`src/rtl/stream_reorder_buf.sv`:
```
// stream_reorder_buf: ping-pong frame buffer that reorders each N_PTS-sample
// frame for a radix-2 FFT front end.
//   Ports: clk, rst_n (async, active-low)
//          in_data/in_valid/in_ready    natural-order input stream
//          out_data/out_valid/out_ready reordered output stream (registered)
//          out_last                     marks sample N_PTS-1 of each frame
//   Macro REORDER_BITREV_EN: defined -> full bit-reverse ordering,
//                            undefined -> single even/odd split.
module stream_reorder_buf #(
    parameter int DATA_W = 8,
    parameter int N_PTS  = 8
) (
    input  logic              clk,
    input  logic              rst_n,
    input  logic [DATA_W-1:0] in_data,
    input  logic              in_valid,
    output logic              in_ready,
    output logic [DATA_W-1:0] out_data,
    output logic              out_valid,
    input  logic              out_ready,
    output logic              out_last
);

    localparam int LOG2N = $clog2(N_PTS);
    localparam logic [LOG2N-1:0] IDX_MAX = LOG2N'(N_PTS - 1);

    logic [DATA_W-1:0] bank [2][N_PTS];
    logic [1:0]        full;
    logic [1:0]        full_nxt;
    logic              wr_ptr;
    logic              rd_ptr;
    logic [LOG2N-1:0]  wr_idx;
    logic [LOG2N-1:0]  rd_idx;

    logic wr_fire;
    logic wr_last;
    logic adv;
    logic avail;
    logic rd_fire;
    logic rd_last;

    function automatic logic [LOG2N-1:0] perm(input logic [LOG2N-1:0] k);
        logic [LOG2N-1:0] r;
        r = '0;
`ifdef REORDER_BITREV_EN
        for (int b = 0; b < LOG2N; b++) begin
            r[b] = k[LOG2N-1-b];
        end
`else
        // Rotate-left by one: low half -> 2k, high half -> 2(k-N/2)+1.
        r = {k[LOG2N-2:0], k[LOG2N-1]};
`endif
        return r;
    endfunction

    assign in_ready = !full[wr_ptr];
    assign wr_fire  = in_valid && in_ready;
    assign wr_last  = wr_fire && (wr_idx == IDX_MAX);
    assign adv      = !out_valid || out_ready;

    // perm(0) is 0 in both orderings, and that sample is already stored
    // when the final write lands, so an idle read side may start the frame
    // on the same edge the bank fills.
    assign avail   = full[rd_ptr] || (wr_last && (wr_ptr == rd_ptr));
    assign rd_fire = adv && avail;
    assign rd_last = rd_fire && (rd_idx == IDX_MAX);

    // A filling bank and a draining bank are always different banks, so
    // both updates can apply in the same cycle.
    always_comb begin
        full_nxt = full;
        if (wr_last) full_nxt[wr_ptr] = 1'b1;
        if (rd_last) full_nxt[rd_ptr] = 1'b0;
    end

    // Storage has no reset.
    always_ff @(posedge clk) begin
        if (wr_fire) bank[wr_ptr][wr_idx] <= in_data;
    end

    always_ff @(posedge clk or negedge rst_n) begin
        if (!rst_n) begin
            full   <= '0;
            wr_ptr <= 1'b0;
            rd_ptr <= 1'b0;
            wr_idx <= '0;
            rd_idx <= '0;
        end else begin
            full <= full_nxt;
            if (wr_fire) begin
                wr_idx <= wr_idx + 1'b1;
                if (wr_last) wr_ptr <= !wr_ptr;
            end
            if (rd_fire) begin
                rd_idx <= rd_idx + 1'b1;
                if (rd_last) rd_ptr <= !rd_ptr;
            end
        end
    end

    always_ff @(posedge clk or negedge rst_n) begin
        if (!rst_n) begin
            out_data  <= '0;
            out_valid <= 1'b0;
            out_last  <= 1'b0;
        end else if (rd_fire) begin
            out_data  <= bank[rd_ptr][perm(rd_idx)];
            out_valid <= 1'b1;
            out_last  <= rd_last;
        end else if (adv) begin
            out_valid <= 1'b0;
            out_last  <= 1'b0;
        end
    end

endmodule
```
`config.mk`:
```
export PLATFORM = sky130hd
export DESIGN_NAME = stream_reorder_buf
export DESIGN_NICKNAME = d
export VERILOG_FILES = /design/src/rtl/stream_reorder_buf.sv
export SDC_FILE = /design/constraint.sdc
export NUM_CORES = 1
export LEC_CHECK = 0
export CAP_MARGIN = 20
export CELL_PAD_IN_SITES_DETAIL_PLACEMENT = 1
export CELL_PAD_IN_SITES_GLOBAL_PLACEMENT = 1
export CORE_MARGIN = 1
export CORE_UTILIZATION = 45
export DETAILED_ROUTE_END_ITERATION = 7
export PLACE_DENSITY_LB_ADDON = 0.08
export SLEW_MARGIN = 25
export SYNTH_ARGS = -nofsm -noshare
export SYNTH_HDL_FRONTEND = slang
export SYNTH_SLANG_ARGS = --single-unit
```
`constraint.sdc`:
```
create_clock -name clk -period 2.66 [get_ports clk]
set_clock_uncertainty 0.1 [all_clocks]
set_input_delay 0.399 -clock clk [delete_from_list [all_inputs] [get_ports clk]]
set_output_delay 0.399 -clock clk [all_outputs]
set_load 0.1 [all_outputs]
```
==> results of run 1 <==
cell type report:
type | count | area (µm²)
Multi-Input combinational cell | 118 | 1410
Fill cell | 1118 | 5640
Clock buffer | 24 | 502
Clock inverter | 8 | 121
Inverter | 1 | 3.75
Sequential cell | 148 | 4350
Timing Repair Buffer | 44 | 380
Tap cell | 172 | 215
synth_stat cells (2+ instances only):
cell,number
nand4b_1,2
mux2_2,3
xnor2_1,4
mux2i_1,17
o221ai_1,8
nand2b_1,4
nor2_1,14
buf_6,5
nand2_1,12
ha_1,4
nand3_1,3
buf_2,7
edfxtp_1,128
dfrtp_1,20
nor4_1,4
mux4_2,32
worst min-delay path by stage:
stage / cells after the start / to / start
6_report: 2 / wr_idx[2]$_DFFE_PN0N_ / rst_n
5_1_grt: 2 / out_last$_DFFE_PN0P_ / out_last$_DFFE_PN0P_
4_1_cts: 2 / out_last$_DFFE_PN0P_ / out_last$_DFFE_PN0P_
3_5_place_dp: 2 / out_last$_DFFE_PN0P_ / out_last$_DFFE_PN0P_
3_3_place_gp: 2 / out_last$_DFFE_PN0P_ / out_last$_DFFE_PN0P_
2_1_floorplan: 0 / full[0]$_DFF_PN0_ / rst_n
power by group through the flow:
stage | Clock, mW | Sequential, mW | Combinational, mW
final | 2.50 | 3.10 | 2.75
after global placement | 0 | 3.13 | 2.74
after floorplan | 0 | 3.49 | 1.69
after global routing | 2.64 | 3.13 | 2.93
after CTS | 2.54 | 3.10 | 2.80
after detailed placement | 0 | 3.14 | 2.79
per-layer routing:
metal	share of wire [%]	vias up
li1	-	1249
met1	45	1541
met2	50	66
met3	4.0	20
met4	1.9	0
met5	0	-
state kept, by name (all words and copies together), names as in the netlist:
| name | flops |
|---|---|
| bank | 128 |
| full | 2 |
| out_data | 8 |
| out_last | 1 |
| out_valid | 1 |
| rd_idx | 3 |
| rd_ptr | 1 |
| wr_idx | 3 |
| wr_ptr | 1 |
logic make-up after synthesis:
logic type                 Yosys count  synth area share (%)
buffers and inverters               16                  1.91
muxes                               53                  16.1
AOI/OAI and AO/OA                   13                  2.12
and+or+nand+nor                     44                  3.86
xor gates and xnor gates             4                 0.601
adders and majority gates            4                 0.859
DFF                                148                  74.5
stage by stage:
stage	util (%)	setup slack [ns]	cells	hold WS [ns]	setup TNS [ns]
after floorplan	-	-0.186	282	0.00341	-5.95
after global placement	50.3	0.340	482	0.367	0
after detailed placement	50.3	0.260	482	0.374	0
after CTS	55.3	0.310	514	0.389	0
after global routing	55.3	0.140	515	0.412	0
final	55.3	0.248	515	0.371	0
worst max-delay path, delay by kind of cell, from the launching register on:
kind	cells	cell delay, ns
simple gates	1	0.38
compound gates	3	0.79
fa+ha+maj	2	0.48
flops	1	0.56
==> reports/metrics.yaml, run 1 <==
status: "completed"
hold_path_class: "in -> async"
drt_iter0_drc: 185
rr_worst_depth: 6
fin_area_um2: 6980
mostFrequentLayoutCells: "128 x edfxtp_1, 32 x mux4_2, 30 x buf_4"
hold_viol_final: 0
holdBufCountCts: 0
vias_per_cell: 5.58
avgSynthCellArea_um2: 20.7
cp-startpoint: "wr_idx[0]$_DFFE_PN0N_"
r2r-end: "out_data[4]$_DFFE_PN0P_"
ir_worst_vdd_mv: 0.756
endpoint_kind: "register"
relSlewSlack_pct: 61.8
comb_power_share_pct: 33.0
drv_slew: 0
arrival_ns: 2.63
cts_inserted_buffers: 17
routed_wl_um: 12500
swShare_pct: 33.8
fp.dieW_um: 116
p_clk_share_pct: 29.9
placed_area_um2: 6350
r2r_slack_ns: 0.25
synth_top_flop_cell: "edfxtp_1"
met1_usage_pct: 27.7
synth_edf_count: 128
row_count: 41
met2_usage_pct: 33.5
crit_end: "out_data[4]$_DFFE_PN0P_"
period_needed_ns: 2.41
antenna_found_initial: 0
top_usage_layer: "met2"
p_int_mw: 5.52
seq_area_frac_synth_pct: 74.5
via_count: 2876
final_common_cell: "edfxtp_1"
power_mw: 8.35
cts.sinks: 148
area_growth_pct: 19.7
critPathMaxStageDelay_ns: 0.56
ys_ff_latch: 148
cts_htree_levels: 4
synthDistinctLibCells: 31
r2r-start: "wr_idx[0]$_DFFE_PN0N_"
syn_nets: 298
async_flop_share_pct: 13.5
ioPinCount: 23
overflow: 0
tritoncts: "built"
synthCells: 282
clkTransAtPathRegs_ns: 0.06
drtAntennaViolNets: 0
worstSetupStartpointType: "register"
drcViolationCount: 0
rsz0062_at_grt: "no"
path_cells: "ha_1, ha_1, a31oi_2, a22oi_2, nand3_1, o221ai_1"
setup_viol: 0
insertion_delay_ns: 0.42
worstMarginPinSlew_ns: 0.571
post_cts_buffers: 0
grt.total_usage_pct: 21.0
use_met3_pct: 5.60
hpwl_um: 7740
power_switching_mw: 2.82
maxCapViolations: 0
cpMaxStageDelayCell: "dfrtp_1"
clockRootBuffer: "clkbuf_16"
ys_top_cells_by_area: "edfxtp_1 66%, mux4_2 12%, dfrtp_1 8.6%, mux2i_1 2.9%, o221ai_1 1.2%"
die_y_um: 116
fin_crit_sh_pct: 90.7
coreArea_um2: 12600
synth_area_um2: 5830
grt_pass1_vias: 2989
dieArea_um2: 13400
worstSetupPathType: "reg -> reg"
crit_path_frequent_cell: "ha_1"
diodes: 0
cts_resized: 0
floorplan.initialDensity_pct: 46.2
clock_path_buffers: 2
p_leak_nw: 2.41
synth_top_cell_area_share_pct: 65.9
port_buffers: 22
grt_start_max_net_pins: 35
drt-wirelength-per-cell_um: 24.2
yosys_warnings: 0
grt_pass1_wl_um: 18800
gp_congestion: 0.715
drtPass1Iterations: 4
required_ns: 2.88
max_freq_mhz: 415
drive_gt1_share_pct: 32.4
synth_top_area_cell: "edfxtp_1"
p_seq_share_pct: 37.1
nNetsFinal: 346
power.density_nw_per_um2: 1200
cp_max_fo: 9
(Power assumes the default switching activity.)
==> run 2: changes to the inputs <==
Settings changed: CAP_MARGIN 20 to 25.
==> results of run 2 <==
Final layout, timing and power as in run 1 (identical DEF).
